## src/rtl/seg_reader.sv

```systemverilog
// seg_reader: samples a muxed active-low 7-seg bus (segments, digit_sel, clear) and recovers hex digits into value/digit_valid, pulsing frame_valid and pattern_err/err_digit
module seg_reader #(
  parameter int STABLE_CYCLES = 4
) (
  input  logic        clk,
  input  logic        rst,
  input  logic [6:0]  segments,
  input  logic [3:0]  digit_sel,
  input  logic        clear,
  output logic [15:0] value,
  output logic [3:0]  digit_valid,
  output logic        frame_valid,
  output logic        pattern_err,
  output logic [1:0]  err_digit
);
  typedef enum logic [1:0] {IDLE, SETTLE, LOCKED} state_t;
  state_t state, state_nx;
  logic [6:0] s_seg, p_seg;
  logic [3:0] s_sel, p_sel, cnt, cnt_nx, seen, bit_k;
  logic       same, one_hot, cap, done;
  logic [1:0] idx;
  logic [4:0] dec;
  assign same = s_seg == p_seg && s_sel == p_sel;
  assign one_hot = $onehot(~s_sel);
  assign idx = !s_sel[0] ? 2'd0 : !s_sel[1] ? 2'd1 : !s_sel[2] ? 2'd2 : 2'd3;
  assign bit_k = 4'b1 << idx;
  assign done = (seen | bit_k) == 4'hf;
  always_comb begin
    case (s_seg)
      7'b0000001: dec = 5'h10;
      7'b1001111: dec = 5'h11;
      7'b0010010: dec = 5'h12;
      7'b0000110: dec = 5'h13;
      7'b1001100: dec = 5'h14;
      7'b0100100: dec = 5'h15;
      7'b0100000: dec = 5'h16;
      7'b0001111: dec = 5'h17;
      7'b0000000: dec = 5'h18;
      7'b0000100: dec = 5'h19;
      7'b0001000: dec = 5'h1a;
      7'b1100000: dec = 5'h1b;
      7'b0110001: dec = 5'h1c;
      7'b1000010: dec = 5'h1d;
      7'b0110000: dec = 5'h1e;
      7'b0111000: dec = 5'h1f;
      default:    dec = 5'h00;
    endcase
  end
  always_comb begin
    state_nx = state;
    cnt_nx = cnt;
    cap = 1'b0;
    if (!same || state == IDLE) begin
      cnt_nx = '0;
      state_nx = one_hot ? SETTLE : IDLE;
    end else if (state == SETTLE) begin
      cnt_nx = cnt + 4'd1;
      cap = ({1'b0, cnt} + 5'd2) >= 5'(STABLE_CYCLES);
      state_nx = cap ? LOCKED : SETTLE;
    end
  end
  always_ff @(posedge clk) begin
    if (rst) begin
      state <= IDLE;
      cnt <= '0;
      s_seg <= 7'h7f;
      s_sel <= 4'hf;
      p_seg <= 7'h7f;
      p_sel <= 4'hf;
      value <= '0;
      digit_valid <= '0;
      seen <= '0;
      frame_valid <= 1'b0;
      pattern_err <= 1'b0;
      err_digit <= '0;
    end else begin
      s_seg <= segments;
      s_sel <= digit_sel;
      p_seg <= s_seg;
      p_sel <= s_sel;
      frame_valid <= 1'b0;
      pattern_err <= 1'b0;
      if (clear) begin
        state <= IDLE;
        cnt <= '0;
        value <= '0;
        digit_valid <= '0;
        seen <= '0;
      end else begin
        state <= state_nx;
        cnt <= cnt_nx;
        if (cap && dec[4]) begin
          value[{idx, 2'b00} +: 4] <= dec[3:0];
          digit_valid[idx] <= 1'b1;
          seen <= done ? 4'h0 : seen | bit_k;
          frame_valid <= done;
        end else if (cap) begin
          digit_valid[idx] <= 1'b0;
          seen[idx] <= 1'b0;
          pattern_err <= s_seg != 7'h7f;
          err_digit <= s_seg != 7'h7f ? idx : err_digit;
        end
      end
    end
  end
endmodule
```

## config.mk

```make
export PLATFORM = sky130hd
export DESIGN_NAME = seg_reader
export DESIGN_NICKNAME = d
export VERILOG_FILES = /design/src/rtl/seg_reader.sv
export SDC_FILE = /design/constraint.sdc
export NUM_CORES = 1
export LEC_CHECK = 0
export BUFFER_PORTS_ARGS = -buffer_cell sky130_fd_sc_hd__buf_2
export CAP_MARGIN = 20
export CORE_MARGIN = 8
export CORE_UTILIZATION = 59
export CTS_BUF_LIST = sky130_fd_sc_hd__clkbuf_4 sky130_fd_sc_hd__clkbuf_8
export CTS_CLUSTER_SIZE = 20
export DETAILED_ROUTE_END_ITERATION = 8
export PLACE_DENSITY = 0.83
export SLEW_MARGIN = 15
export SYNTH_ARGS = -nofsm -noshare
export SYNTH_HDL_FRONTEND = slang
export SYNTH_SLANG_ARGS = --single-unit
```

## constraint.sdc

```tcl
create_clock -name clk -period 2.85 [get_ports clk]
set_input_delay 0.285 -clock clk [delete_from_list [all_inputs] [get_ports clk]]
set_output_delay 0.285 -clock clk [all_outputs]
set_load 0.01 [all_outputs]
```

* After elaboration in Yosys (flattened, before gate mapping)
Cells that the tools add are included.
** Storage, ports and cells
- Bits in registers :: 56
- Bits in latches :: 0
- Memory bits (writable) :: 0
- ROM bits :: 0
- Input bits :: 14
- Output and inout port bits :: 24
- Memories kept :: 0
** Cells by class
- Add/sub/neg operators :: 6
- Multiply operators :: 0
- Divide/modulo/power cells :: 0
- Magnitude comparators :: 3
- Equality and inequality tests :: 21
- Shift-type cells :: 3
- Mux-type cells :: 18
- Bitwise operators :: 9
- Reductions and logical operators :: 14
** Operator list (count)
- $pmux 5 s16 :: 1
- $eq 7x6->1 const B :: 5
- $eq 7x7->1 const B :: 4
- $mux 4 :: 5
- $bwmux 16 :: 1
- $shift 4x6->16 const A :: 1
- $shiftx 4x6->16 :: 1
- $eq 7x3->1 const B :: 2
- $eq 7x4->1 const B :: 2
- $mux 2 :: 5
- $and 4x4->4 :: 2
- $not 4->4 :: 2
- $or 4x4->4 :: 2
- $eq 7x1->1 const B :: 1
- $eq 7x5->1 const B :: 1
- $eq 7x7->1 :: 1
- $logic_not 7->1 :: 1
- $ne 7x7->1 const B :: 1
- $neg 4->6 :: 1
- $reduce_or 3->1 :: 2
- $add 4x2->5 const B :: 1
- $ge 5x3->1 const B :: 1
- $mux 1 :: 5
- $add 1x1->2 :: 2
- other kinds (19) :: 24

* Longest topological paths before layout
Gate-level depths: netlist (run 1).
- Depth in word-level cells :: 11
- Mapped depth :: 10
- Depth with buffers taken out :: 8

* Worst setup path after synthesis (run 1)
OpenSTA, ideal clock, no wires.
- Kind :: register to register
- Start :: reg s_sel[0]
- End :: reg state[0]
- Library setup time :: 70 ps
- Arrival time :: 2101 ps
- Required time :: 2780 ps
- Slack :: 679 ps
- Cell stages (with the launch flop) :: 7
- Cells stage by stage :: dfxtp_1 -> fa_1 -> inv_1 -> ha_1 -> ha_1 -> or4b_2 -> a21oi_1
** Between the ends
- Cells in the longest elaborated chain, start to end :: 6
- Elaborated cells between the ends (all ways) :: 11
- Those cells by class :: add/sub: 2; eq/ne: 2; mux: 2; bitwise: 1; reduce/logical: 4
** RTL lines
- start: declaration :: line 19 : logic [3:0] s_sel, p_sel, cnt, cnt_nx, seen, bit_k;
- start signal: assignment :: line 78 : s_sel <= digit_sel;
- $not 4->4 :: line 24 : assign one_hot = $onehot(~s_sel);
- $add 1x1->2 (not written as such) :: line 24
- $add 2x2->3 (not written as such) :: line 24
- $eq 3x1->1 :: line 24
- $mux 1 :: line 55 : state_nx = one_hot ? SETTLE : IDLE;
- $mux 2 :: line 53 : if (!same || state == IDLE) begin
- end signal: assignment :: line 90 : state <= state_nx;
- end: declaration :: line 17 : state_t state, state_nx;
Several ways; a longest one is shown, not always the timed one.
A chain may end at the register's enable or synchronous reset.

* Worst setup path after layout (run 1)
- Start :: reg s_seg[3]
- End :: reg value[5]
** Between the ends
- Cells in the longest elaborated chain, start to end :: 6
- Elaborated cells between the ends (all ways) :: 25
- Those cells by class :: eq/ne: 16; shift: 1; mux: 3; reduce/logical: 5
** RTL lines
- start: declaration :: line 18 : logic [6:0] s_seg, p_seg;
- start signal: assignment :: line 77 : s_seg <= segments;
- parallel branches: the longest is 6 deep, another holds $pmux 5 s16
- end signal: indexed assignment :: line 93 : value[{idx, 2'b00} +: 4] <= dec[3:0];
- end: declaration :: line 10 : output logic [15:0] value,
Parallel ways; which one is timed is not known.

==> qor_table.md, run 1 <==
| Metric | Value | Unit |
|---|---|---|
| Max-cap violations | 0 | - |
| Max Transition Viols Final | 0 | - |
| 1st-pass router iterations | 4 | - |
| Reg2Reg Launch Point | s_seg[3]$_SDFF_PP1_ | - |
| Cell type with the highest aggregate area in the netlist | dfxtp_1 | - |
| Overall track demand over capacity in global routing | 15.8 | % |
| Hold-fix buffers, CTS | 0 | - |
| Total Negative Setup Slacks | 0 | ns |
| CORE AREA | 4350 | sq um |
| RSZ-0062 raised after global routing | no | - |
| Worst EP required | 3.05 | ns |
| Total overflow reported by the global router | 0 | - |
| Nature of the critical path startpoint | flip-flop | - |
| Sw Share | 24.9 | % |
| Net switching power of the design | 0.000349 | W |
| Critical path arrival | 2.73 | ns |
| Worst Setup Path Type | reg -> reg | - |
| Quantity of I/O buffers inserted on ports | 37 | - |
| Worst Hold Margin | 0.149 | ns |
| CTS tree | done | - |
| Seq pwr share | 58.7 | % |
| Clock transition at the registers of the reported paths | 0.10 | ns |
| Ys flop type | dfxtp_1 | - |
| Average footprint of a synthesized cell | 9.60 | sq um |
| Tcrit/Tclk final | 88.9 | % |
| Critical path launch point | s_seg[3]$_SDFF_PP1_ | - |
| Max rail drop VDD | 0.377 | mV |
| Antenna violations before repair | 0 | - |
| Time the worst path needs with I/O delays and setup | 2.53 | ns |
| Largest net degree at the start of global routing | 28 | - |
| Total wirelength of the detailed-routed design | 5570 | um |
| Run status | completed | - |
| #FFs+latches synth | 56 | - |
| Via count of the first global-routing pass | 2057 | - |
| Number of design-rule violations left by the first detailed-router iteration | 176 | - |
| Asr flop ratio synth | 0 | % |
| Final core area utilization | 68.3 | % |
| Antenna violation net count after detailed routing | 0 | - |
| Register area | 1120 | sq um |
| Top-area cell type share of the netlist area | 41.8 | % |
| Final hold violation count | 0 | - |
| Mean number of vias per cell | 5.74 | - |
| Worst clock skew on the final layout | 0.0132 | ns |
| Worst Min Path Start | segments[3] | - |
| Placed insts | 357 | - |
| Count of synthesis-stage warnings from yosys | 0 | - |
| Post-detailed-route wirelength per cell | 15.3 | um |
| Residual DRC count | 0 | - |
| First-pass GRT wire length | 9420 | um |
| Source-to-sink clock delay at the later pin of the worst-skew pair | 0.32 | ns |
| Floorplan die width | 83.4 | um |
| Portion of total power attributed to the clock network | 32.4 | % |
| Min-delay worst type | in -> reg | - |
| Count of non-filler cells in the finished layout | 365 | - |
| Master cell of the clock root buffer | clkbuf_8 | - |
| Post-place instance area | 2880 | sq um |
| Num CTS Buffers | 5 | - |
| Actual slew at the worst max-slew pin | 0.640 | ns |
| Total Die Area | 6950 | sq um |
| CP Max Fanout | 19 | - |
| Multi-input logic area | 1440 | sq um |
| Die height | 83.4 | um |
| Final-stage net count | 340 | - |
| Resized cells post-CTS | 0 | - |
| Routed via count | 2095 | - |
| Final RePlAce weighted congestion | 0.857 | - |
| Setup violation total in the final timing report | 0 | - |
| Final std cell area, no fill | 2970 | sq um |
| Timing-limited maximum frequency | 0.395 | GHz |
| Net count after synthesis | 307 | - |
| Number of fillers in the final layout | 343 | - |
| # H-tree levels | 2 | - |
| Antenna fix cells | 0 | - |
| Post-CTS Repair Setup Buffers | 0 | - |
| Crit end category | flip-flop | - |
| Number of buffers on the longest clock path | 2 | - |
| Internal cell power | 0.00106 | W |
| Clock sink count | 56 | - |
| Leakage power | 1.21 | nW |
| Total power divided by cell area | 473 | nW/um^2 |
| Netlist Area Pre-Place | 2680 | sq um |
| Post-synthesis cell type count | 57 | - |
| Fraction of layout cells with a size suffix above 1 | 25.6 | % |
| Relative area change from synthesis to final layout | 11.0 | % |
| I/O pin total | 38 | - |
| Post-detailed-placement half-perimeter wirelength | 4000 | um |
| Initial cell density of the core | 61.5 | % |
| Proportion of power drawn by combinational gates | 8.9 | % |
| Sequential cell area fraction in the yosys report | 41.8 | % |
| Max-Slew Margin vs Limit | 56.9 | % |
| Number of flops mapped to enable cells by yosys | 0 | - |
| Top post-synthesis cells by area | dfxtp_1, ha_1, or2_2 | - |
| Synth Instances | 279 | - |
| Core Rows | 24 | - |
[final cells by class]
class,instances,area share (%)
timing repair buffer,41,7.24
multi-input combinational,199,48.4
clock inverter,2,0.505
tap,52,2.19
inverter,9,1.14
sequential,56,37.7
clock buffer,6,2.78
[state kept, by name (all words and copies together), names as in the netlist, named ones only]
register,count
value,16
state,2
frame_valid,1
err_digit,2
cnt,4
seen,4
pattern_err,1
s_seg,7
p_seg,7
s_sel,4
p_sel,4
[synth_stat cells (all sizes together) (2+ instances only)]
cell / instances
xnor2: 12
and3: 4
mux2i: 2
nor4bb: 4
a211oi: 6
or3: 2
o221a: 3
ha: 13
o2bb2ai: 12
a21oi: 9
or4: 4
nand4b: 2
o21ai: 7
nand4: 3
o21a: 2
nand2: 15
buf: 11
inv: 9
xor2: 3
dfxtp: 56
nor3: 10
nor2: 18
nand2b: 2
or2: 24
a31oi: 6
clkbuf: 4
nand3: 7
nor4b: 2
o22ai: 7
nand3b: 2
or4b: 2
[power by group through the flow]
stage / Clock (W) / Sequential, W / Combinational, W
finish: 0.000456 / 0.000825 / 0.000124
floorplan: 0 / 0.000827 / 0.000108
detailed placement: 0 / 0.000843 / 0.000123
global placement: 0 / 0.000842 / 0.000120
global route: 0.000495 / 0.000829 / 0.000137
CTS: 0.000458 / 0.000824 / 0.000124
[path summary, 6_finish.rpt]
kind                           endpoint  slack, ns  cells after the start
setup / recovery  value[5]$_SDFFE_PP0P_       0.32                      6
hold / removal      s_seg[3]$_SDFF_PP1_       0.15                      2
setup reg to reg  value[5]$_SDFFE_PP0P_       0.32                      6
hold reg to reg   value[4]$_SDFFE_PP0P_       0.47                      1
[cell usage in the layout, fill, tap and decap left out, drive strengths merged, types with 3 or more instances in the layout]
master	instances
dfxtp	56
buf	41
or2	24
nor2	18
nand2	15
ha	13
xnor2	12
o2bb2ai	12
nor3	10
inv	9
a21oi	9
nand3	7
o22ai	7
o21ai	7
a211oi	6
a31oi	6
clkbuf	6
nor4bb	4
and3	4
or4	4
xor2	3
o221a	3
nand4	3
[metal layers]
layer	track usage (%)	routed length [um]
met1	19.2	2660
met2	25.0	2490
met3	5.66	335
met4	5.27	75
met5	0	0
[critical path, cell delays in order (launching register included)]
cell,delay [ns]
dfxtp_1,0.49
or4b_1,0.53
a211o_1,0.35
nand4_4,0.14
or2_1,0.45
a31oi_1,0.27
o2bb2ai_1,0.18
[cells by family after synthesis]
family	count (synthesis)	share of synthesized area, %
and+or+nand+nor	108	24.9
AOI/OAI and AO/OA	60	16.3
muxes	2	0.747
DFF	56	41.8
xor gates and xnor gates	15	4.90
adders and majority gates	14	6.82
buffers and inverters	24	4.39
[through the flow]
stage               power, W  setup WS (ns)
global placement    0.000962          0.433
global route         0.00146          0.173
floorplan           0.000936          0.679
detailed placement  0.000966          0.354
finish               0.00140          0.317
CTS                  0.00141          0.354
Power figures use the tool's default switching activity.
==> inputs of run 2 (changes only) <==
- ABC_AREA: unset -> 1
- CORE_UTILIZATION: 59 -> 58
- CTS_BUF_LIST: sky130_fd_sc_hd__clkbuf_4 sky130_fd_sc_hd__clkbuf_8 -> sky130_fd_sc_hd__clkbuf_4 sky130_fd_sc_hd__clkbuf_8 sky130_fd_sc_hd__clkbuf_16
- PLACE_DENSITY: 0.83 -> 0.81
==> run 2 against run 1 <==
Sequential cell count did not move. Register-to-register slack improved by 0.33 ns. Synthesized cell count rose by 59%. Highest routed layer unchanged. Largest cell class unchanged.
==> qor_table.md, run 2 <==
| Metric | Value | Unit | vs previous |
|---|---|---|---|
| #FFs+latches synth | 56 | - | unchanged |
| Final RePlAce weighted congestion | 1.03 | - | +21% |
| Largest registers | value x16, p_seg x7, s_seg x7 | - |  |
| Final std cell area, no fill | 3340 | sq um | +12% |
| Max-Slew Margin vs Limit | 54.2 | % | -2.7 points |
| Cell type with the highest aggregate area in the netlist | dfxtp_1 | - |  |
| Setup slack after layout | 0.644 | ns | +0.328 ns |
| Residual DRC count | 0 | - | unchanged |
| Fraction of layout cells with a size suffix above 1 | 18.2 | % | -7.4 points |
| Tcrit/Tclk final | 77.4 | % | -11 points |
| Total power divided by cell area | 433 | nW/um^2 | -8.4% |
| Synth Instances | 444 | - | +59% |
| Number of buffers on the longest clock path | 2 | - | unchanged |
| Max Transition Viols Final | 0 | - | unchanged |
| Met3 wirelength from detailed routing | 388 | um | +16% |
| Hold-fix buffers, CTS | 0 | - | unchanged |
| Floorplan die width | 87.8 | um | +5.3% |
| Quantity of I/O buffers inserted on ports | 37 | - | unchanged |
| Die height | 87.8 | um | +5.3% |
| Mean number of vias per cell | 4.98 | - | -13% |
| Run status | completed | - |  |
| Worst slack at placement | 0.657 | ns | +0.303 ns |
| Net count after synthesis | 472 | - | +54% |
| Relative area change from synthesis to final layout | 11.5 | % |  |
| Count of synthesis-stage warnings from yosys | 0 | - | unchanged |
| Routed met1 length | 2960 | um | +11% |
| Total Negative Setup Slacks | 0 | ns | unchanged |
| Number of design-rule violations left by the first detailed-router iteration | 136 | - | -23% |
| Met2 Routed Length | 3210 | um | +29% |
| Timing-limited maximum frequency | 0.453 | GHz | +15% |
| Antenna violation net count after detailed routing | 0 | - | unchanged |
| Ys flop type | dfxtp_1 | - |  |
| CTS tree | done | - |  |
| Most common cell in the netlist | nand2_1 | - |  |
| Via count of the first global-routing pass | 2565 | - | +25% |
| Time the worst path needs with I/O delays and setup | 2.21 | ns | -0.328 ns |
| I/O pin total | 38 | - | unchanged |
| Overall track demand over capacity in global routing | 18.1 | % | +2.3 points |
| Flip-flop count of the largest register, all copies and words added | 16 | - | unchanged |
| Final hold violation count | 0 | - | unchanged |
| Master cell of the clock root buffer | clkbuf_8 | - |  |
| Post-place instance area | 3240 | sq um | +13% |
| Antenna fix cells | 0 | - | unchanged |
| Netlist Area Pre-Place | 2990 | sq um | +12% |
| CORE AREA | 5040 | sq um | +16% |
| Most numerous cell types in the synthesized netlist | nand2_1, nor2_1, dfxtp_1 | - |  |
| Critical path arrival | 2.38 | ns | -0.35 ns |
| Post-detailed-route wirelength per cell | 11.9 | um | -22% |
| Top-area cell type share of the netlist area | 37.5 | % | -4.4 points |
| RSZ-0062 raised after global routing | no | - |  |
| Nature of the critical path startpoint | flip-flop | - |  |
| Max-cap violations | 0 | - | unchanged |
| Max rail drop VDD | 0.287 | mV | -24% |
| First-pass GRT wire length | 11300 | um | +20% |
| Actual slew at the worst max-slew pin | 0.686 | ns | +0.0467 ns |
| Worst clock skew on the final layout | 0.00788 | ns | -0.00532 ns |
| Asr flop ratio synth | 0 | % | unchanged |
| Sequential cell area fraction in the yosys report | 37.5 | % | -4.4 points |
| Total wirelength of the detailed-routed design | 6600 | um | +18% |
| Crit end category | flip-flop | - |  |
| Routed via count | 2761 | - | +32% |
| Most frequent cells in the layout | nand2_1, nor2_1, dfxtp_1 | - |  |
| Num CTS Buffers | 5 | - | unchanged |
| Most common cell after layout, fill and taps aside | nand2_1 | - |  |
| 1st-pass router iterations | 4 | - | unchanged |
| Largest net degree at the start of global routing | 24 | - | -14% |
| Post-synthesis cell type count | 30 | - | -47% |
| Antenna violations before repair | 0 | - | unchanged |
| # H-tree levels | 2 | - | unchanged |
| Post-CTS Repair Setup Buffers | 0 | - | unchanged |
| Highest metal layer used by the detailed router | met4 | - |  |
| Core Rows | 26 | - | +8.3% |
| Post-detailed-placement half-perimeter wirelength | 5080 | um | +27% |
| Initial cell density of the core | 59.3 | % | -2.2 points |
| Worst Setup Path Type | reg -> reg | - |  |
| Resized cells post-CTS | 0 | - | unchanged |
| Top post-synthesis cells by area | dfxtp_1, nand2_1, nor2_1 | - |  |
| Total Die Area | 7710 | sq um | +11% |
| Clock sink count | 56 | - | unchanged |
| Average footprint of a synthesized cell | 6.74 | sq um | -30% |
| Leakage power | 1.70 | nW | +41% |
| Number of flops mapped to enable cells by yosys | 0 | - | unchanged |
| Final-stage net count | 511 | - | +50% |
| Worst Hold Margin | 0.147 | ns | -0.00230 ns |
| Setup violation total in the final timing report | 0 | - | unchanged |
| Register containing the most flip-flops in the final layout | value | - |  |
| Clock transition at the registers of the reported paths | 0.10 | ns | about the same |
| Source-to-sink clock delay at the later pin of the worst-skew pair | 0.31 | ns | about the same |
| Worst EP required | 3.02 | ns | -0.03 ns |
| CP Max Fanout | 11 | - | -8 |
| Number of fillers in the final layout | 476 | - | +39% |
| Total overflow reported by the global router | 0 | - | unchanged |
| Min-delay worst type | in -> reg | - |  |
## run 2: routing by layer
metal,GRT usage [%],up-vias
met5,0,-
met4,3.44,0
met3,3.47,5
met2,31.3,75
met1,22.6,1234
li1,-,1447
## run 2: path summary, 6_finish.rpt
kind,from,to,slack (ns),depth (start not counted)
worst min register to register,flip-flop,flip-flop,0.46,2
worst max register to register,cnt[1]$_SDFFE_PP0N_,value[3]$_SDFFE_PP0P_,0.64,8
worst max-delay path,cnt[1]$_SDFFE_PP0N_,value[3]$_SDFFE_PP0P_,0.64,8
worst min-delay path,segments[2],s_seg[2]$_SDFF_PP1_,0.15,2
## run 2: report_power, final
group,internal (W),switching (W),total (W)
logic,0.0000553,0.000109,0.000165
registers,0.000798,0.0000166,0.000814
clock network,0.000200,0.000265,0.000465
## run 2: area by class of cell
type / count / area [sq um] / share of cell area (%)
tap: 70 / 87.6 / 2.63
timing repair buffer: 38 / 193 / 5.78
sequential: 56 / 1120 / 33.6
multi-input combinational: 329 / 1640 / 49.1
inverter: 53 / 199 / 5.96
clock buffer: 6 / 82.6 / 2.48
clock inverter: 2 / 13.8 / 0.413
## run 2: critical path, stage by stage, from the launching register on
cell and delay (ns):
dfxtp_1 0.42, ha_1 0.23, a21oi_1 0.08, a21oi_1 0.23, nand4_1 0.44, nor2_2 0.32
nand2_1 0.18, nand2_1 0.10, a21oi_1 0.06
## run 2: kinds of logic after synthesis
logic type	after synthesis	synth area share, %
AOI/OAI and AO/OA	36	6.32
xor gates and xnor gates	4	1.17
adders and majority gates	14	6.11
buffers and inverters	59	7.70
DFF	56	37.5
and+or+nand+nor	275	41.2
## run 2: through the flow
step                      power [W]  util [%]  std cells
after floorplan            0.000952         -        444
after global placement     0.000989      64.2        546
after detailed placement   0.000994      64.2        546
after CTS                   0.00145      66.2        554
after global routing        0.00151      66.2        554
final                       0.00144      66.2        554
